## src/rtl/uart_sample_pacer.sv

```systemverilog
// Elastic byte FIFO that paces bursty UART audio bytes out at a fixed sample rate.
// Prefills before playback and emits midscale silence on underrun.
module uart_sample_pacer #(
    parameter int          CLK_HZ      = 250_000_000,
    parameter int          SAMPLE_HZ   = 8_000,
    parameter int          ADDR_W      = 8,
    parameter int          PREFILL     = 128,
    parameter logic [7:0]  IDLE_SAMPLE = 8'h80
) (
    input  logic              i_clk,
    input  logic              i_rst,
    input  logic [7:0]        i_dat,
    input  logic              i_dat_vld,
    output logic [7:0]        o_sample,
    output logic              o_sample_stb,
    output logic [ADDR_W:0]   o_level,
    output logic              o_underrun,
    output logic              o_overflow,
    output logic              o_dbg_state
);

    localparam int DIV   = CLK_HZ / SAMPLE_HZ;
    localparam int DEPTH = 2 ** ADDR_W;
    localparam int CNT_W = (DIV > 1) ? $clog2(DIV) : 1;

    localparam logic [CNT_W-1:0] CNT_MAX   = CNT_W'(DIV - 1);
    localparam logic [ADDR_W:0]  DEPTH_L   = (ADDR_W + 1)'(DEPTH);
    localparam logic [ADDR_W:0]  PREFILL_L = (ADDR_W + 1)'(PREFILL);

    typedef enum logic {
        ST_FILL = 1'b0,
        ST_PLAY = 1'b1
    } state_t;

    state_t              state_q, state_d;
    logic [CNT_W-1:0]    cnt_q;
    logic                tick;
    logic [ADDR_W-1:0]   wr_ptr_q, rd_ptr_q, rd_ptr_d;
    logic [ADDR_W:0]     level_q;
    logic                push, pop;
    logic [7:0]          mem [DEPTH];
    logic [7:0]          head_q;

    // Input has no backpressure: i_dat_vld is a one-cycle push request that is either
    // written this cycle or dropped (flagged via o_overflow); there is no ready.
    always_comb begin
        tick     = (cnt_q == CNT_MAX);
        pop      = tick && (state_q == ST_PLAY) && (level_q != '0);
        push     = i_dat_vld && ((level_q != DEPTH_L) || pop);
        rd_ptr_d = pop ? rd_ptr_q + ADDR_W'(1) : rd_ptr_q;
    end

    always_comb begin
        state_d = state_q;
        case (state_q)
            ST_FILL: if (level_q >= PREFILL_L) state_d = ST_PLAY;
            ST_PLAY: if (tick && (level_q == '0)) state_d = ST_FILL;
            default: state_d = ST_FILL;
        endcase
    end

    always_ff @(posedge i_clk) begin
        if (i_rst) state_q <= ST_FILL;
        else       state_q <= state_d;
    end

    always_ff @(posedge i_clk) begin
        if (i_rst) begin
            cnt_q        <= '0;
            wr_ptr_q     <= '0;
            rd_ptr_q     <= '0;
            level_q      <= '0;
            o_sample     <= IDLE_SAMPLE;
            o_sample_stb <= 1'b0;
            o_underrun   <= 1'b0;
            o_overflow   <= 1'b0;
        end else begin
            cnt_q    <= tick ? '0 : cnt_q + CNT_W'(1);
            rd_ptr_q <= rd_ptr_d;
            if (push) wr_ptr_q <= wr_ptr_q + ADDR_W'(1);
            case ({push, pop})
                2'b10:   level_q <= level_q + (ADDR_W + 1)'(1);
                2'b01:   level_q <= level_q - (ADDR_W + 1)'(1);
                default: level_q <= level_q;
            endcase
            o_sample_stb <= tick;
            o_underrun   <= tick && (state_q == ST_PLAY) && (level_q == '0);
            if (tick) o_sample <= pop ? head_q : IDLE_SAMPLE;
            if (i_dat_vld && !push) o_overflow <= 1'b1;
        end
    end

    // Registered read always prefetches the entry that will be head next cycle; a write
    // landing on that slot is forwarded so a freshly pushed byte is ready at the tick.
    always_ff @(posedge i_clk) begin
        if (push) mem[wr_ptr_q] <= i_dat;
        head_q <= (push && (wr_ptr_q == rd_ptr_d)) ? i_dat : mem[rd_ptr_d];
    end

    assign o_level     = level_q;
    assign o_dbg_state = state_q;

endmodule

```

## config.mk

```make
export PLATFORM = sky130hd
export DESIGN_NAME = uart_sample_pacer
export DESIGN_NICKNAME = d
export VERILOG_FILES = /design/src/rtl/uart_sample_pacer.sv
export SDC_FILE = /design/constraint.sdc
export NUM_CORES = 2
export LEC_CHECK = 0
export BUFFER_PORTS_ARGS = -buffer_cell sky130_fd_sc_hd__buf_4
export CORE_MARGIN = 8
export CORE_UTILIZATION = 45
export DETAILED_ROUTE_END_ITERATION = 12
export PLACE_DENSITY = 0.66
export SLEW_MARGIN = 10
export SYNTH_ARGS = -nofsm -noshare
export SYNTH_HDL_FRONTEND = slang
export SYNTH_SLANG_ARGS = --single-unit
```

## constraint.sdc

```tcl
create_clock -name i_clk -period 7.8 [get_ports i_clk]
set_input_delay 1.17 -clock i_clk [delete_from_list [all_inputs] [get_ports i_clk]]
set_output_delay 1.17 -clock i_clk [all_outputs]
set_load 0.02 [all_outputs]
```

# Word-level counts from Yosys, hierarchy flattened
# Memories as Yosys holds them, arrays and structs flattened. A register that Yosys moved wholly into a read port is not among the register bits.
# Index checks and enable logic that the tools add are counted.
[word_totals] reg_bits=52 mem_bits_rw=2048 inputBits=11 output_inout_bits=21 wordCells=41 mem_count=1
[classes] n_addsub=5 magnitude_cmp=1 eq_ne=4 muxes=8 n_bitwise=1 reduce_logical=12
[mem_list] name="mem" words=256 width=8 read_ports=1 rd_ports_with_merged_regs=1 write_ports=1 line_no="41" source="logic [7:0] mem [DEPTH];"
[op_table] op="$pmux 9 s2" count=1
[op_table] op="$add 8x1->8 const B" count=2
[op_table] op="$mux 8" count=2
[op_table] op="$add 15x1->15 const B" count=1
[op_table] op="$eq 15x15->1 const B" count=1
[op_table] op="$add 9x1->9 const B" count=1
[op_table] op="$ge 9x8->1 const B" count=1
[op_table] op="$logic_not 9->1" count=1
[op_table] op="$ne 9x9->1 const B" count=1
[op_table] op="$reduce_bool 9->1" count=1
[op_table] op="$sub 9x1->9 const B" count=1
[op_table] op="$logic_and 1x1->1" count=6
[op_table] op="$mux 1" count=4
[op_table] op="$eq 2x1->1 const B" count=1
[op_table] op="$eq 2x2->1 const B" count=1
[op_table] op="$pmux 1 s2" count=1
[op_table] op="$reduce_bool 2->1" count=1
[op_table] op="$reduce_or 2->1" count=1
[op_table] op="$logic_not 1->1" count=1
[op_table] op="$logic_or 1x1->1" count=1
[op_table] op="$not 1->1" count=1

# Logic depth before layout (Yosys ltp)
[logic_depth] word_depth=7 depth_mapped=14 mapped_depth_nobuf=14

# Worst setup path before layout
# No wires, ideal clock.
[synth_path] kind="register to register" from="register cnt_q[0]" to="register level_q[7], in the netlist o_level[7]" setup_time_ns=0.071 arrival_time_ns=3.581 required_ns=7.729 setup_slack_ns=4.149 path_stages_with_launch=14 n_path_buf=0 synth_period_minus_slack_ns=3.651 path_cell_list="dfxtp_1 -> ha_1 -> nor4bb_1 -> and4_1 -> nand3_1 -> nor2_1 -> ha_1 -> a21o_1 -> a21oi_1 -> o21bai_1 -> a2111o_1 -> nand3_1 -> or3b_2 -> a21oi_1"
[synth_between] elab_chain_cells=7 elab_cells_between_ends=9 cone_classes="eq/ne: 3; mux: 1; reduce/logical: 5"
[synth_rtl] element="from (decl)" line_no="36" source="logic [CNT_W-1:0] cnt_q;"
[synth_rtl] element="from (signal assigned)" line_no="78" source="cnt_q <= tick ? '0 : cnt_q + CNT_W'(1);"
[synth_rtl] element="$eq 15x15->1 (*)" line_no="47" source="tick = (cnt_q == CNT_MAX);"
[synth_rtl] element="$logic_and 1x1->1 (*) (2 in series)" line_no="48" source="pop = tick && (state_q == ST_PLAY) && (level_q != '0);"
[synth_rtl] element="$logic_or 1x1->1" line_no="49" source="push = i_dat_vld && ((level_q != DEPTH_L) || pop);"
[synth_rtl] element="$logic_and 1x1->1" line_no="49"
[synth_rtl] element="$eq 2x1->1 or $eq 2x2->1 (tied branches)" line_no="81" source="case ({push, pop})"
[synth_rtl] element="$pmux 9 s2 or $reduce_bool 2->1 (tied branches)"
[synth_rtl] element="to (signal assigned)" line_no="82" source="2'b10: level_q <= level_q + (ADDR_W + 1)'(1);"
[synth_rtl] element="to (signal assigned)" line_no="83" source="2'b01: level_q <= level_q - (ADDR_W + 1)'(1);"
[synth_rtl] element="to (signal assigned)" line_no="84" source="default: level_q <= level_q;"
[synth_rtl] element="to (decl)" line_no="39" source="logic [ADDR_W:0] level_q;"
# Mark *: on every way between the ends. The rest lies on a longest branch, timed or not.
# A chain may end at the register's enable or synchronous reset.

==> impl_metrics.csv <==
group,metric,value,unit
outcome,outcome,"finished clean",
grt,grt_pass1_wl,301,mm
synth,synth-seq-cells,2108,
synth,ys.flop_type,"edfxtp_1",
placement,port_buffers,31,
timing,relSlewSlack,0.198,
pwr,ir_drop,0.240,mV
clocking,root_buffer,"clkbuf_16",
routing,wl_per_cell,31.4,um
cells_and_area,fin_nets,4139,
synth,syn_area_per_cell,20.4,um^2
floorplan,rows,157,
floorplan,die_h,444,um
routing,vias,41300,
setup_path,critPathKind,"reg -> reg",
setup_path,critPathMaxFanout,101,
grt,grt-ovfl-total,0,
timing,min_period,4390,ps
synth,yosysWarningCount,0,
clocking,cts_tree,"yes",
clocking,h-tree-depth,4,
grt,grt_pass1_vias,41100,
timing,tns,0,ps
pwr,p_leak,27.2,nW
floorplan,initial_utilization,0.451,
clocking,cts_buffer_depth,3,
clocking,clock_latency,860,ps
timing,maxSlewViolCount,0,
timing,finClkSkew,67.9,ps
synth,yosys.area.top_type_share,0.747,
synth,synth-async-reset-ratio,0,
synth,syn_inst,4033,
timing,finalHoldViolCount,0,
floorplan,core_area,0.182,mm^2
flow_run,cap_violations,0,
floorplan,num_io_pins,32,
floorplan,die_area,0.197,mm^2
routing,wl,210,mm
routing,drtIter0Drc,4973,
routing,via_per_inst,6.19,
setup_path,cp_num_buf_inv,1,
clocking,numCtsBuffers,208,
timing,clock.fmax,0.228,GHz
setup_path,startpoint_type,"flip-flop",
synth,synth_fp_nets,4059,
cells_and_area,layout-drive-gt1-share,0.212,
grt,grt_max_degree,176,
timing,fin_hold_ws,472,ps
clocking,ctsHoldBuffers,0,
timing,setup_viol,0,
synth,synth-edff-count,2048,
pwr,power.density,248,mW/mm^2
floorplan,fp.dieW,444,um
clocking,clk_pin_slew,60,ps
synth,seq_area_frac_synth,0.761,
timing,final.period_utilization,0.562,
clocking,post_cts_buffers,0,
synth,synth_top_area_cell,"edfxtp_1",
routing,dr.pass1.iters,6,
setup_path,cpMaxStageDelayCell,"o41ai_1",
placement,post-dp-hpwl,124,mm
clocking,cts_resized,0,
routing,drc,0,
timing,tightest_slew,1170,ps
grt,antenna_found_initial,3,
setup_path,required,8470,ps
routing,final_antenna_net_count,0,
setup_path,path_delay_family,"compound AO/OA/AOI/OAI gates",
setup_path,worstPathCellList,"buf_12 > mux4_2 > a22o_1 > a221oi_1 > nor3_1 > o41ai_1 > o31ai_1",
timing,rsz0062_at_grt,"no",
cells_and_area,synthToLayoutAreaGrowth,11.6,%
synth,synth_cell_types,73,
synth,netlist_area,0.0823,mm^2
setup_path,cp_slowest_stage_delay,850,ps
setup_path,cp.arrival,5050,ps
hold_path,min_path_type,"reg -> reg",
placement,gp_congestion,0.877,
setup_path,end_kind,"flip-flop",
synth,synth_area_leaders,"edfxtp_1 (75%), mux4_2 (13%), mux2i_1 (1.9%)",
clocking,clock-sinks,2108,
grt,grt.total_usage,0.208,
## cells by family after synthesis
family | count (synthesis) | share of synthesized area
DFF | 2108 | 0.761
muxes | 643 | 0.150
and+or+nand+nor | 631 | 0.0347
AOI/OAI and AO/OA | 364 | 0.0309
buffers and inverters | 244 | 0.0177
xor gates and xnor gates | 28 | 0.00298
adders and majority gates | 15 | 0.00237
## cells in the mapped netlist, types with 5 or more instances
cell type,instances
a22o_1,14
ha_1,14
nand4_1,7
nor3_1,40
a311oi_1,5
buf_4,32
nor4_1,7
a221oi_1,17
a21o_1,5
clkbuf_1,92
nor2_1,339
buf_6,28
and4_1,6
mux4_2,470
and2_1,9
nand4b_1,10
nand2_1,86
buf_1,7
xor2_1,9
o22ai_1,42
a31oi_1,15
a211oi_1,16
or3_1,8
inv_1,8
o21ai_0,34
and3_1,6
dfxtp_1,60
a21oi_1,68
mux2_2,16
nand2b_1,16
a2111oi_0,8
nand3_1,50
nor2b_1,28
o211ai_1,5
mux2i_1,157
buf_8,9
xnor2_1,19
buf_2,65
a22oi_1,71
edfxtp_1,2048
o221ai_1,22
## report_power, final
group	internal (mW)	leakage, nW	switching [mW]	total (mW)
Clock	5.72	3.31	4.34	10.1
Sequential	12.4	18.9	0.00775	12.4
Combinational	0.0352	5.02	0.259	0.294
Total	18.2	27.2	4.61	22.8
## final cells by class
cell class | count | area (um^2)
well taps | 2385 | 2980
clock inverters | 115 | 1350
repair buffers | 105 | 1030
flip-flops and latches | 2108 | 62700
fillers | 14200 | 90600
diodes | 4 | 10.0
multi-input cells | 1681 | 18200
clock buffers | 267 | 5510
inverters | 9 | 33.8
## metrics by stage
stage / setup slack (ps) / instance area (um^2) / util / power, mW / instances
3_5_place_dp: 3590 / 85000 / 0.466 / 13.0 / 6288
5_1_grt: 3210 / 91800 / 0.503 / 23.3 / 6670
4_1_cts: 3560 / 91800 / 0.503 / 22.9 / 6670
6_report: 3410 / 91900 / 0.503 / 22.8 / 6674
2_1_floorplan: 4150 / 82300 / - / 12.7 / 4033
3_3_place_gp: 3550 / 85000 / 0.466 / 13.0 / 6288
## placed cells by master, fill, tap and decap left out, types with 54 or more instances in the layout
cell type  count
a21oi_1       68
a22oi_1       71
buf_4         82
clkbuf_16    210
dfxtp_1       54
edfxtp_1    2048
mux2i_1      157
mux4_2       470
nand2_1       86
nor2_1       338
## routing by layer
metal,part of all wire,GRT usage
met1,0.40,0.294
met2,0.47,0.324
met3,0.096,0.0456
met4,0.035,0.0707
met5,0.000062,0
## final timing paths
check / from / to / slack (ps) / cells past startpoint
max: flip-flop / o_sample[1] / 3410 / 7
min: rd_ptr_q[3] / flip-flop / 470 / 1
max reg2reg: flip-flop / o_sample[1] / 3410 / 7
min reg2reg: rd_ptr_q[3] / flip-flop / 470 / 1
## registers in the layout, indices dropped and copies added (netlist names), named ones only
| name | count |
|---|---|
| o_sample_stb | 1 |
| o_dbg_state | 1 |
| rd_ptr_q | 8 |
| wr_ptr_q | 8 |
| o_level | 9 |
| cnt_q | 15 |
| mem | 2048 |
| o_sample | 8 |
| o_overflow | 1 |
| o_underrun | 1 |
Power figures use the tool's default switching activity.
